[src/rtl/pipeline_sched.sv]
// Round-robin issue scheduler for the shared A1*B1 + A2*B2 datapath.
// Tags each issue with its requester and routes the result back LAT+1 cycles later.
module pipeline_sched #(
  parameter int W   = 32,
  parameter int LAT = 3
) (
  input  logic           clk,
  input  logic           reset,
  input  logic           req0_valid,
  input  logic [4*W-1:0] req0_ops,
  output logic           req0_ready,
  input  logic           req1_valid,
  input  logic [4*W-1:0] req1_ops,
  output logic           req1_ready,
  input  logic           drain,
  output logic [W-1:0]   pipe_A1,
  output logic [W-1:0]   pipe_A2,
  output logic [W-1:0]   pipe_B1,
  output logic [W-1:0]   pipe_B2,
  input  logic [W-1:0]   pipe_C,
  output logic           rsp0_valid,
  output logic           rsp1_valid,
  output logic [W-1:0]   rsp_data,
  output logic           busy
);

  logic           last_grant;
  logic [LAT:0]   tag_v;
  logic [LAT:0]   tag_id;
  logic           xfer;
  logic           xfer_id;
  logic [4*W-1:0] sel_ops;

  // last_grant==1 means requester 1 was served last, so requester 0 wins a tie
  always_comb begin
    req0_ready = 1'b0;
    req1_ready = 1'b0;
    if (!drain) begin
      if (req0_valid && (!req1_valid || last_grant))
        req0_ready = 1'b1;
      else if (req1_valid)
        req1_ready = 1'b1;
    end
  end

  assign xfer    = (req0_valid && req0_ready) || (req1_valid && req1_ready);
  assign xfer_id = req1_ready;
  assign sel_ops = req1_ready ? req1_ops : req0_ops;

  always_ff @(posedge clk) begin
    if (reset) begin
      last_grant <= 1'b1;
      pipe_A1    <= '0;
      pipe_A2    <= '0;
      pipe_B1    <= '0;
      pipe_B2    <= '0;
      tag_v      <= '0;
      tag_id     <= '0;
    end else begin
      if (xfer)
        last_grant <= xfer_id;
      if (xfer) begin
        pipe_A1 <= sel_ops[4*W-1:3*W];
        pipe_A2 <= sel_ops[3*W-1:2*W];
        pipe_B1 <= sel_ops[2*W-1:W];
        pipe_B2 <= sel_ops[W-1:0];
      end else begin
        pipe_A1 <= '0;
        pipe_A2 <= '0;
        pipe_B1 <= '0;
        pipe_B2 <= '0;
      end
      tag_v  <= {tag_v[LAT-1:0], xfer};
      tag_id <= {tag_id[LAT-1:0], xfer & xfer_id};
    end
  end

  assign rsp0_valid = tag_v[LAT] & ~tag_id[LAT];
  assign rsp1_valid = tag_v[LAT] &  tag_id[LAT];
  assign rsp_data   = pipe_C;
  assign busy       = |tag_v;

endmodule

[config.mk]
export PLATFORM = sky130hd
export DESIGN_NAME = pipeline_sched
export DESIGN_NICKNAME = d
export VERILOG_FILES = /design/src/rtl/pipeline_sched.sv
export SDC_FILE = /design/constraint.sdc
export NUM_CORES = 1
export LEC_CHECK = 0
export ABC_AREA = 1
export CAP_MARGIN = 0
export CORE_AREA = 2 2 180 182
export CTS_CLUSTER_SIZE = 40
export DETAILED_ROUTE_END_ITERATION = 7
export DIE_AREA = 0 0 182 184
export PLACE_DENSITY = 0.6
export SLEW_MARGIN = 20
export SYNTH_ARGS = -nofsm -noshare
export SYNTH_HDL_FRONTEND = slang
export SYNTH_SLANG_ARGS = --single-unit
[constraint.sdc]
create_clock -name clk -period 2 [get_ports clk]
set_input_delay 0.4 -clock clk [delete_from_list [all_inputs] [get_ports clk]]
set_output_delay 0.4 -clock clk [all_outputs]
set_load 0.02 [all_outputs]
======== After elaboration in Yosys (flattened, before gate mapping) ========
Index checks and enable logic that the tools add are counted.
word-level totals
  flip-flop bits (word level) ............. 137
  input port bits ......................... 293
  output and inout bits ................... 165
cells by class
  multiplexer cells ....................... 6
  bitwise logic cells ..................... 5
  reduce and logical (&&, ||, !) cells .... 8
operators with widths
  operator             number
  128-bit two-way mux  1
  1-bit two-way mux    5
  4-bit OR reduction   1
  1-bit AND            3
  1-bit logical AND    3
  1-bit logical OR     2
  1-bit NOT            2
  2-bit OR reduction   1
  1-bit zero test      1

======== Logic depth before layout (Yosys ltp) ========
  depth in word-level cells ............... 9
  depth in mapped cells ................... 10

======== Least setup slack after synthesis ========
Ideal clock, no wire load.
  kind .................................... input -> output
  start ................................... input port drain
  end ..................................... output port req1_ready
  arrival ................................. 0.970 ns
  path slack .............................. 0.630 ns
  cell stages on the path ................. 6
  path buffers ............................ 1
  cells stage by stage .................... inv_2 -> nand2_1 -> inv_2 -> nand2_2 -> buf_2 -> inv_1
on the way
  cells in the longest elaborated chain, start to end .. 1
RTL lines
  item                line  text
  start: declaration  15    input logic drain,
  1-bit two-way mux   38    if (!drain) begin
  end: declaration    14    output logic req1_ready,
Every way passes these cells.

======== Worst setup path after layout ========
  start ................................... input port req1_valid
  end ..................................... output port req1_ready
on the way
  cells in the longest elaborated chain, start to end .. 5
  elaborated cells on any way between the ends .. 6
  those cells by class .................... mux: 3; reduce/logical: 3
RTL lines
  item                 line  text
  start: declaration   12    input logic req1_valid,
  1-bit zero test      39    if (req0_valid && (!req1_valid || last_grant))
  1-bit logical OR     39
  1-bit logical AND    39
  1-bit two-way mux *  39
  1-bit two-way mux *  38
Mark *: on every way between the ends. The rest lies on a longest branch, timed or not.

==> results.json <==
{
  "status": "complete, no violations",
  "die_h_um": 184,
  "tns_ns": 0,
  "grt_overflow": 0,
  "critPathCaptureType": "output pin",
  "setup_viol": 0,
  "rsz0062_at_grt": "false",
  "drtPass1Iterations": 5,
  "slew_viol_final": 0,
  "cp_top_family": "buffers and inverters",
  "cts_setup_buffers": 0,
  "rows": 65,
  "hold_viol": 0,
  "drt.antenna.violating_nets": 0,
  "relSlewSlack_pct": 75.2,
  "seq_area_frac_synth_pct": 45.4,
  "wl_per_cell_um": 13.5,
  "drive_gt1_share_pct": 5.08,
  "cp_common_cell": "nand2_4",
  "power.switching_mw": 1.95,
  "fp.dieW_um": 182,
  "clock-sinks": 137,
  "synth.cell_area_um2": 6030,
  "pin_count": 458,
  "cts_buffers": 17,
  "worstPathArrival_ns": 1.53,
  "holdBufCountCts": 0,
  "vias_per_cell": 3.92,
  "cp.buffers_inverters": 3,
  "grt_pass1_vias": 6211,
  "grt_pass1_wl_um": 33200,
  "synth_seq_cells": 137,
  "cts_root_buffer": "clkbuf_16",
  "grt_max_degree": 74,
  "slowest_stage": "clkdlybuf4s50_1",
  "clk_pin_slew_worst_paths_ns": 0.06,
  "fmax_ghz": 0.518,
  "hp-class": "register to register",
  "fin_crit_sh_pct": 96.4,
  "gp_congestion": 0.789,
  "critPathLaunchType": "input port",
  "p_comb_share_pct": 20.6,
  "layout_common_cells": "clkdlybuf4s50_1 (389), nand2_1 (388), inv_1 (139)",
  "synthDistinctLibCells": 15,
  "worstPathRequired_ns": 1.60,
  "max_stage_delay_ns": 0.49,
  "h-tree-depth": 4,
  "clockBufferDepth": 2,
  "p_int_mw": 5.53,
  "syn_nets": 1190,
  "area_growth_pct": 79.0,
  "dp_hpwl_um": 17300,
  "ys_warn_count": 0,
  "start_util_pct": 19.2,
  "die_area_um2": 33500,
  "path_cells": "clkdlybuf4s50_1, nand2_1, nand2_4, nand2_4, inv_1, dlygate4sd2_1",
  "skew_ns": 0.00615,
  "grt_usage_pct": 12.9,
  "final_common_cell": "clkdlybuf4s50_1",
  "cp_max_fo": 2,
  "clk_latency_ns": 0.42,
  "vdd_drop_max_uv": 487,
  "clkPwrFrac_pct": 40.8,
  "power_per_cell_area_nw_per_um2": 693,
  "pwr-share-seq_pct": 38.6,
  "core_um2": 31400,
  "vias": 6519,
  "maxCapViolCount": 0,
  "io_buffers": 393,
  "swShare_pct": 26.1,
  "cts_tree": "built",
  "antenna_cells": 0,
  "worstSetupPathType": "input port to output pin",
  "synthCells": 897,
  "power_leakage_nw": 5.61,
  "p_total_mw": 7.49,
  "totalWireLength_um": 22400,
  "nets": 1542,
  "initialDrtViolationCount": 199,
  "remaining_drc_errors": 0,
  "avgSynthCellArea_um2": 6.73,
  "worst-slew-pin-transition_ns": 0.373,
  "min_period_ns": 1.93,
  "antenna_found_initial": 0
}
==> metal layers <==
metal / part of all wire, % / wire length [µm] / GRT usage, %
met5: 0 / 0 / 0
met4: 3.6 / 814 / 6.61
met3: 7.3 / 1640 / 4.00
met2: 51 / 11400 / 23.4
met1: 38 / 8600 / 13.5
==> state kept, by name, summed over array words and instances (netlist names) <==
register and cells:
pipe_A1 32, pipe_A2 32, pipe_B1 32, pipe_B2 32
tag_id 4, tag_v 4, last_grant 1
==> final timing paths <==
path | start | endpoint | slack (ns) | cells past startpoint
max | req1_valid | req1_ready | 0.07 | 6
min | tag_id[2]$_SDFF_PP0_ | tag_id[3]$_SDFF_PP0_ | 0.40 | 2
max reg2reg | last_grant$_SDFFE_PP1P_ | pipe_B1[21]$_SDFF_PP0_ | 0.51 | 10
min reg2reg | tag_id[2]$_SDFF_PP0_ | tag_id[3]$_SDFF_PP0_ | 0.40 | 2
==> worst reg2reg max path: stages, from the launching register on <==
cell	delay (ns)
dfxtp_1	0.33
inv_1	0.05
nand2_1	0.12
nand2_4	0.08
nand2_4	0.06
buf_4	0.13
buf_12	0.26
nand2_1	0.22
nand2_1	0.09
nand2_1	0.05
inv_1	0.04
==> power groups by stage <==
stage          clock network [mW]  registers, mW  logic [mW]
3_5_place_dp                    0           2.95        1.55
5_1_grt                      3.31           2.90        1.68
4_1_cts                      3.20           2.89        1.56
3_3_place_gp                    0           2.95        1.55
2_1_floorplan                   0           3.11       0.559
6_report                     3.05           2.89        1.54
==> repair_timing <==
action / 4_1_cts / 5_1_grt
endpoints found under the setup margin: 2 / 2
gates resized for setup: 2 / 2
cloned: 0 / 0
==> synthesized netlist by cell type <==
cell type  number  area, µm²
buf_2          30        150
a21oi_1         1       5.00
nand3_1       128        641
a21oi_2         1       8.76
clkbuf_1        2       7.51
inv_2           2       7.51
nand3_2         1       10.0
buf_4          55        413
nand4_1         1       6.26
nand2_1       388       1460
buf_6           2       22.5
nor2_1          8       30.0
inv_1         139        522
dfxtp_1       137       2740
nand2_2         2       12.5
==> area by class of cell <==
type                            instances  area [µm²]
Inverter                              141         532
Fill cell                            3302       20600
Clock inverter                         12         129
Sequential cell                       137        2740
Clock buffer                           18         429
Timing Repair Buffer                  422        4280
Multi-Input combinational cell        530        2190
Tap cell                              402         503
==> cell families (layout without fill, tap and decap cells) <==
family                 after synthesis  in the layout  share of synthesized area (%)
and+or+nand+nor                    528            528                           35.7
AOI/OAI and AO/OA                    2              2                          0.228
DFF                                137            137                           45.4
buffers and inverters              230            593                           18.6
==> through the flow <==
step | hold slack, ns | std cells | setup slack [ns] | area (µm²) | util [%]
2_1_floorplan | 0.388 | 897 | 0.630 | 6030 | -
3_3_place_gp | 0.390 | 1632 | -0.213 | 10200 | 32.6
3_5_place_dp | 0.399 | 1632 | -0.202 | 10200 | 32.6
4_1_cts | 0.409 | 1662 | 0.00635 | 10800 | 34.4
5_1_grt | 0.420 | 1662 | 0.00499 | 10800 | 34.4
6_report | 0.403 | 1662 | 0.0711 | 10800 | 34.4
Note: power is estimated with default switching activity, not from simulation.
